<file path="src/rtl/riscv_pkg.sv">
`default_nettype none
// ============================================================================
// Module   : riscv_pkg
// Purpose  : Shared types and width helpers for the hazard scoreboard.
//            entry_t is the per-stage tracking record; the helper functions
//            derive the register-address width (RW) and forward-select
//            width (SW) from the pipeline parameters.
// Revision : 1.0 - initial release
// ============================================================================
package riscv_pkg;

  // Widest register address an entry can hold (up to 256 registers).
  // Narrower RW values are zero-extended into this field.
  localparam int unsigned MAX_RW = 8;

  typedef struct packed {
    logic              valid;
    logic [MAX_RW-1:0] rd;
    logic              regwrite;
    logic              memread;
  } entry_t;

  // RW = clog2(NREG), kept at least 1 so a degenerate register file still
  // yields a legal vector width.
  function automatic int unsigned reg_addr_width(input int unsigned nreg);
    return (nreg <= 1) ? 1 : $clog2(nreg);
  endfunction

  // SW = clog2(NSTAGE+1): encodes 0 (register file) plus one code per entry.
  function automatic int unsigned fwd_sel_width(input int unsigned nstage);
    return $clog2(nstage + 1);
  endfunction

endpackage
`default_nettype wire

</file>
<file path="src/rtl/fwd_match.sv">
`default_nettype none
// ============================================================================
// Module   : fwd_match
// Purpose  : Priority match of one source operand against the tracked
//            pipeline entries. The youngest (lowest index) valid writer of
//            the source register wins.
// Ports    : rs      - source register address
//            rs_used - source operand is actually read
//            ents    - tracked entries, index 0 = EX (youngest)
//            sel     - 0 = register file, j = result of entry j-1
//            hazard  - matching entry is a load that cannot forward yet
// Revision : 1.0 - initial release
// ============================================================================
module fwd_match
  import riscv_pkg::*;
#(
  parameter int NSTAGE   = 3,
  parameter int RW       = 5,
  parameter int SW       = 2,
  parameter int LOAD_LAT = 1
) (
  input  logic [RW-1:0] rs,
  input  logic          rs_used,
  input  entry_t        ents [NSTAGE],
  output logic [SW-1:0] sel,
  output logic          hazard
);

  // Scan oldest to youngest so the last hit, i.e. the lowest index, wins.
  // Register 0 is hard-wired; it never matches, so it never forwards or stalls.
  always_comb begin
    sel    = '0;
    hazard = 1'b0;
    if (rs_used && (rs != '0)) begin
      for (int i = NSTAGE - 1; i >= 0; i--) begin
        if (ents[i].valid && ents[i].regwrite &&
            (ents[i].rd == MAX_RW'(rs))) begin
          sel    = SW'(i + 1);
          hazard = ents[i].memread && (i < LOAD_LAT);
        end
      end
    end
  end

endmodule
`default_nettype wire

</file>
<file path="src/rtl/hazard_scoreboard.sv">
`default_nettype none
// ============================================================================
// Module   : hazard_scoreboard
// Purpose  : Tracks destination registers of in-flight instructions and
//            produces forwarding selects, load-use stalls and branch flushes
//            for the decode stage.
// Ports    : clk, rst (async, active low)
//            id_valid/id_rs/id_rs_used/id_rd/id_regwrite/id_memread - decode
//            br_taken  - branch resolved taken in entry FLUSH_STAGE-1
//            ext_stall - memory wait, freezes everything
//            stall/flush/fwd_sel - combinational pipeline controls
//            stall_cnt/flush_cnt - saturating event counters
// Revision : 1.0 - initial release
// ============================================================================
module hazard_scoreboard
  import riscv_pkg::*;
#(
  parameter  int NREG        = 32,
  parameter  int NSTAGE      = 3,
  parameter  int NSRC        = 2,
  parameter  int LOAD_LAT    = 1,
  parameter  int FLUSH_STAGE = 1,
  localparam int RW          = reg_addr_width(NREG),
  localparam int SW          = fwd_sel_width(NSTAGE)
) (
  input  logic               clk,
  input  logic               rst,
  input  logic               id_valid,
  input  logic [NSRC*RW-1:0] id_rs,
  input  logic [NSRC-1:0]    id_rs_used,
  input  logic [RW-1:0]      id_rd,
  input  logic               id_regwrite,
  input  logic               id_memread,
  input  logic               br_taken,
  input  logic               ext_stall,
  output logic               stall,
  output logic               flush,
  output logic [NSRC*SW-1:0] fwd_sel,
  output logic [31:0]        stall_cnt,
  output logic [31:0]        flush_cnt
);

  entry_t          ents [NSTAGE];
  logic [NSRC-1:0] src_hazard;
  logic            hazard;
  logic            admit;
  entry_t          id_entry;

  for (genvar k = 0; k < NSRC; k++) begin : g_src
    fwd_match #(
      .NSTAGE   (NSTAGE),
      .RW       (RW),
      .SW       (SW),
      .LOAD_LAT (LOAD_LAT)
    ) u_match (
      .rs      (id_rs[k*RW +: RW]),
      .rs_used (id_rs_used[k]),
      .ents    (ents),
      .sel     (fwd_sel[k*SW +: SW]),
      .hazard  (src_hazard[k])
    );
  end

  assign hazard = |src_hazard;
  // A frozen pipeline cannot resolve a branch, so br_taken is ignored then.
  assign flush  = br_taken & ~ext_stall;
  // Flush wins over a load-use stall: the stalled instruction is squashed.
  assign stall  = ext_stall | (hazard & ~flush);
  assign admit  = id_valid & ~hazard & ~flush;

  always_comb begin
    id_entry          = '0;
    id_entry.valid    = 1'b1;
    id_entry.rd       = MAX_RW'(id_rd);
    id_entry.regwrite = id_regwrite;
    id_entry.memread  = id_memread;
  end

  always_ff @(posedge clk or negedge rst) begin
    if (!rst) begin
      for (int i = 0; i < NSTAGE; i++) begin
        ents[i] <= '0;
      end
      stall_cnt <= '0;
      flush_cnt <= '0;
    end else if (!ext_stall) begin
      for (int i = NSTAGE - 1; i > 0; i--) begin
        ents[i] <= ents[i-1];
      end
      ents[0] <= admit ? id_entry : '0;
      // Entry 0 already gets a bubble via admit; squash the rest of the
      // younger window after the shift.
      if (flush) begin
        for (int i = 1; (i < FLUSH_STAGE) && (i < NSTAGE); i++) begin
          ents[i] <= '0;
        end
      end
      if (stall && (stall_cnt != 32'hFFFF_FFFF)) begin
        stall_cnt <= stall_cnt + 32'd1;
      end
      if (flush && (flush_cnt != 32'hFFFF_FFFF)) begin
        flush_cnt <= flush_cnt + 32'd1;
      end
    end
  end

endmodule
`default_nettype wire

</file>
<file path="config.mk">
export PLATFORM = sky130hd
export DESIGN_NAME = hazard_scoreboard
export DESIGN_NICKNAME = d
export VERILOG_FILES = /design/src/rtl/riscv_pkg.sv /design/src/rtl/fwd_match.sv /design/src/rtl/hazard_scoreboard.sv
export SDC_FILE = /design/constraint.sdc
export NUM_CORES = 1
export LEC_CHECK = 0
export ABC_AREA = 0
export BUFFER_PORTS_ARGS = -buffer_cell sky130_fd_sc_hd__clkbuf_2
export CAP_MARGIN = 20
export CORE_MARGIN = 3
export CORE_UTILIZATION = 40
export CTS_CLUSTER_SIZE = 30
export DETAILED_ROUTE_END_ITERATION = 12
export HOLD_SLACK_MARGIN = 0.02
export MAX_ROUTING_LAYER = met4
export PLACE_DENSITY = 0.6
export SLEW_MARGIN = 10
export SYNTH_ARGS = -nofsm -noshare
export SYNTH_HDL_FRONTEND = slang
export SYNTH_SLANG_ARGS = --single-unit
</file>
<file path="constraint.sdc">
create_clock -name clk -period 2.7 [get_ports clk]
set_input_delay 0.405 -clock clk [delete_from_list [all_inputs] [get_ports clk]]
set_output_delay 0.405 -clock clk [all_outputs]
set_load 0.02 [all_outputs]
</file>
==> results.json <==
{
  "layout_min_cycle_time_ns": 2.47,
  "cts.sink_count": 86,
  "synth_top_flop_cell": "dfrtp_1",
  "synth_top_family_by_area": "simple AND/OR/NAND/NOR gates",
  "drive_gt1_share_pct": 28.3,
  "rsz0062_at_grt": "no",
  "routed.top_layer": "met4",
  "nNetsFinal": 530,
  "hold_path.class": "input pin to asynchronous set/reset pin",
  "required_ns": 2.30,
  "io_pins": 94,
  "synth_area_leaders": "dfrtp_1, xnor2_1, xor2_1, mux2_2, nand4_1",
  "synthArstFlopShare_pct": 100,
  "worst_r2r_startpoint": "flush_cnt[0]$_DFFE_PN0P_",
  "power.density_nw_per_um2": 522,
  "cts_resized": 0,
  "critical_path_class": "flip-flop to output pin",
  "initial_core_util_pct": 42.0,
  "synth_warnings": 0,
  "worst-r2r-cell-count": 7,
  "synth_compound_area_share_pct": 4.46,
  "synth_xor_area_share_pct": 18.0,
  "synth_nets": 429,
  "r2r_setup_slack_ns": 0.43,
  "crit_path_end_kind": "output pin",
  "cts_buffer_depth": 2,
  "ir_drop_mv": 0.362,
  "grt_usage_pct": 17.4,
  "skew_ns": 0.0126,
  "rows": 37,
  "postCtsSetupBuffers": 0,
  "place_congestion": 0.910,
  "ys_top_cells_by_count": "dfrtp_1, xnor2_1, xor2_1",
  "grt_max_degree": 48,
  "drt_iter0_drc": 194,
  "start_kind": "flip-flop",
  "worst_pin_slew_ns": 0.952,
  "internal_power_mw": 2.05,
  "fin_ws_ns": 0.231,
  "seq_power_share_pct": 52.2,
  "firstDrtPassIters": 6,
  "status": "complete, no violations",
  "grt_pass1_vias": 3362,
  "crit_end": "fwd_sel[0]",
  "grt-ovfl-total": 0,
  "preCtsSetupSlack_ns": 0.402,
  "synthSimpleGateAreaFrac_pct": 22.5,
  "max_freq_mhz": 405,
  "holdWs_ns": 0.0261,
  "crit_arrival_ns": 2.06,
  "wl_met3_um": 470,
  "synthAdderAreaFrac_pct": 0.564,
  "cts_max_level": 3,
  "via_per_inst": 5.31,
  "antenna_found_initial": 0,
  "root_buffer": "clkbuf_8",
  "ys_seq_area_share_pct": 48.5,
  "leakagePower_nw": 2.58,
  "switching_share_pct": 26.1,
  "synth_most_common_cell": "dfrtp_1",
  "coreArea_um2": 10600,
  "path_clk_slew_ns": 0.09,
  "cts_tree": "built",
  "synth-seq-cells": 86,
  "hpwl_um": 7670,
  "synth_edf_count": 0,
  "wl_per_cell_um": 15.6,
  "synth.mux.area_fraction_pct": 4.06,
  "diodes": 0,
  "syn_area_per_cell_um2": 11.0,
  "final_area_um2": 5310,
  "synth_area_um2": 4440,
  "postSynthCellCount": 403,
  "finalSetupTns_ns": 0,
  "r2r_end": "flush_cnt[9]$_DFFE_PN0P_",
  "drc_errors": 0,
  "worstPathMaxFanout": 4,
  "fin_crit_sh_pct": 91.4,
  "crit_start": "ents[17]$_DFFE_PN0N_",
  "clockPowerShare_pct": 35.6,
  "dieArea_um2": 12400,
  "cap_violations": 0,
  "maxSlewHeadroom_pct": 36.3,
  "slew_viol_final": 0,
  "synth_top_area_share_pct": 48.5,
  "port_buffers": 93,
  "drt-total-wl_um": 10100,
  "die_width_um": 111,
  "die_h_um": 111,
  "p_comb_share_pct": 12.1,
  "cts_hold_buf": 0,
  "grt_pass1_wl_um": 17200,
  "ys_types": 47,
  "post_dp_cell_area_um2": 5090,
  "setup_viol_count_final": 0,
  "switching_power_uw": 722,
  "ant_nets": 0,
  "wl_met1_um": 4790,
  "wl_met2_um": 4680,
  "clkLatencyLatePin_ns": 0.35,
  "hold_violations": 0,
  "vias": 3426,
  "synth_top_area_cell": "dfrtp_1",
  "syn2layout_area_growth_pct": 19.7,
  "cts-buffers-inserted": 9
}
state kept, by name, indices dropped and copies added, names as in the netlist:
| signal | count |
|---|---|
| ents | 22 |
| stall_cnt | 32 |
| flush_cnt | 32 |
worst max-delay path, cell delays in order (launching register included):
cell and delay (ns):
dfrtp_1 0.44, xor2_1 0.19, nor4_1 0.31, nand4_1 0.19, nor3b_1 0.18, or2_2 0.27, clkbuf_2 0.16
how the worst min path moves through the flow:
stage	from	endpoint	cells after the start
6_report	rst	stall_cnt[4]$_DFFE_PN0P_	1
5_1_grt	rst	stall_cnt[4]$_DFFE_PN0P_	1
4_1_cts	rst	stall_cnt[4]$_DFFE_PN0P_	1
3_5_place_dp	rst	stall_cnt[4]$_DFFE_PN0P_	1
3_3_place_gp	rst	stall_cnt[4]$_DFFE_PN0P_	1
2_1_floorplan	rst	ents[10]$_DFFE_PN0N_	0
layer usage:
metal,track usage (%),vias up
met5,-,-
met4,6.24,0
met3,3.00,14
met2,25.7,93
met1,24.3,1679
li1,-,1640
per-stage QoR:
stage | total power, mW | utilization (%) | cells
after floorplan | 1.66 | - | 403
after global placement | 1.80 | 48.3 | 629
after detailed placement | 1.81 | 48.3 | 629
after CTS | 2.81 | 50.3 | 645
after global routing | 2.92 | 50.3 | 645
final | 2.77 | 50.3 | 645
kinds of logic after synthesis:
family                     after synthesis
and+or+nand+nor                        169
xor gates and xnor gates                91
DFF                                     86
AOI/OAI and AO/OA                       21
buffers and inverters                   18
muxes                                   16
adders and majority gates                2
power by group through the flow:
| stage | registers (mW) | clock network, mW | logic [mW] |
|---|---|---|---|
| 2_1_floorplan | 1.50 | 0 | 0.158 |
| 3_3_place_gp | 1.47 | 0 | 0.336 |
| 3_5_place_dp | 1.47 | 0 | 0.339 |
| 4_1_cts | 1.45 | 1.02 | 0.341 |
| 5_1_grt | 1.46 | 1.09 | 0.368 |
| 6_report | 1.45 | 0.987 | 0.336 |
cells in the final DEF (no fill, tap or decap), types with 2 or more instances in the layout:
master / synthesis / routed
mux2_2: 15 / 15
nor3b_1: 2 / 2
nor2b_1: 2 / 2
clkbuf_2: 0 / 92
bufinv_16: 0 / 2
xor2_1: 43 / 43
buf_4: 1 / 10
and2_1: 5 / 5
nor2_1: 15 / 15
nand3_1: 21 / 21
nor4_1: 12 / 12
or4_1: 3 / 3
or2_2: 2 / 2
and3_1: 9 / 9
nor4b_1: 2 / 2
clkbuf_1: 4 / 3
a31oi_1: 2 / 2
nand2_1: 35 / 35
nor4_2: 4 / 4
and4_1: 8 / 8
inv_1: 5 / 5
nor4_4: 3 / 3
dfrtp_1: 86 / 86
or3b_1: 2 / 2
o21ai_2: 2 / 2
nand4_1: 22 / 22
xnor2_1: 48 / 48
a22o_1: 7 / 7
ha_1: 2 / 2
clkbuf_8: 0 / 10
nor3_1: 17 / 17
final cells by class:
type | count | area [um^2]
Tap cell | 136 | 170
Inverter | 5 | 18.8
Clock inverter | 3 | 67.6
Sequential cell | 86 | 2150
Timing Repair Buffer | 103 | 556
Clock buffer | 13 | 149
Fill cell | 1024 | 5240
Multi-Input combinational cell | 299 | 2200
Power figures use the tool's default switching activity.
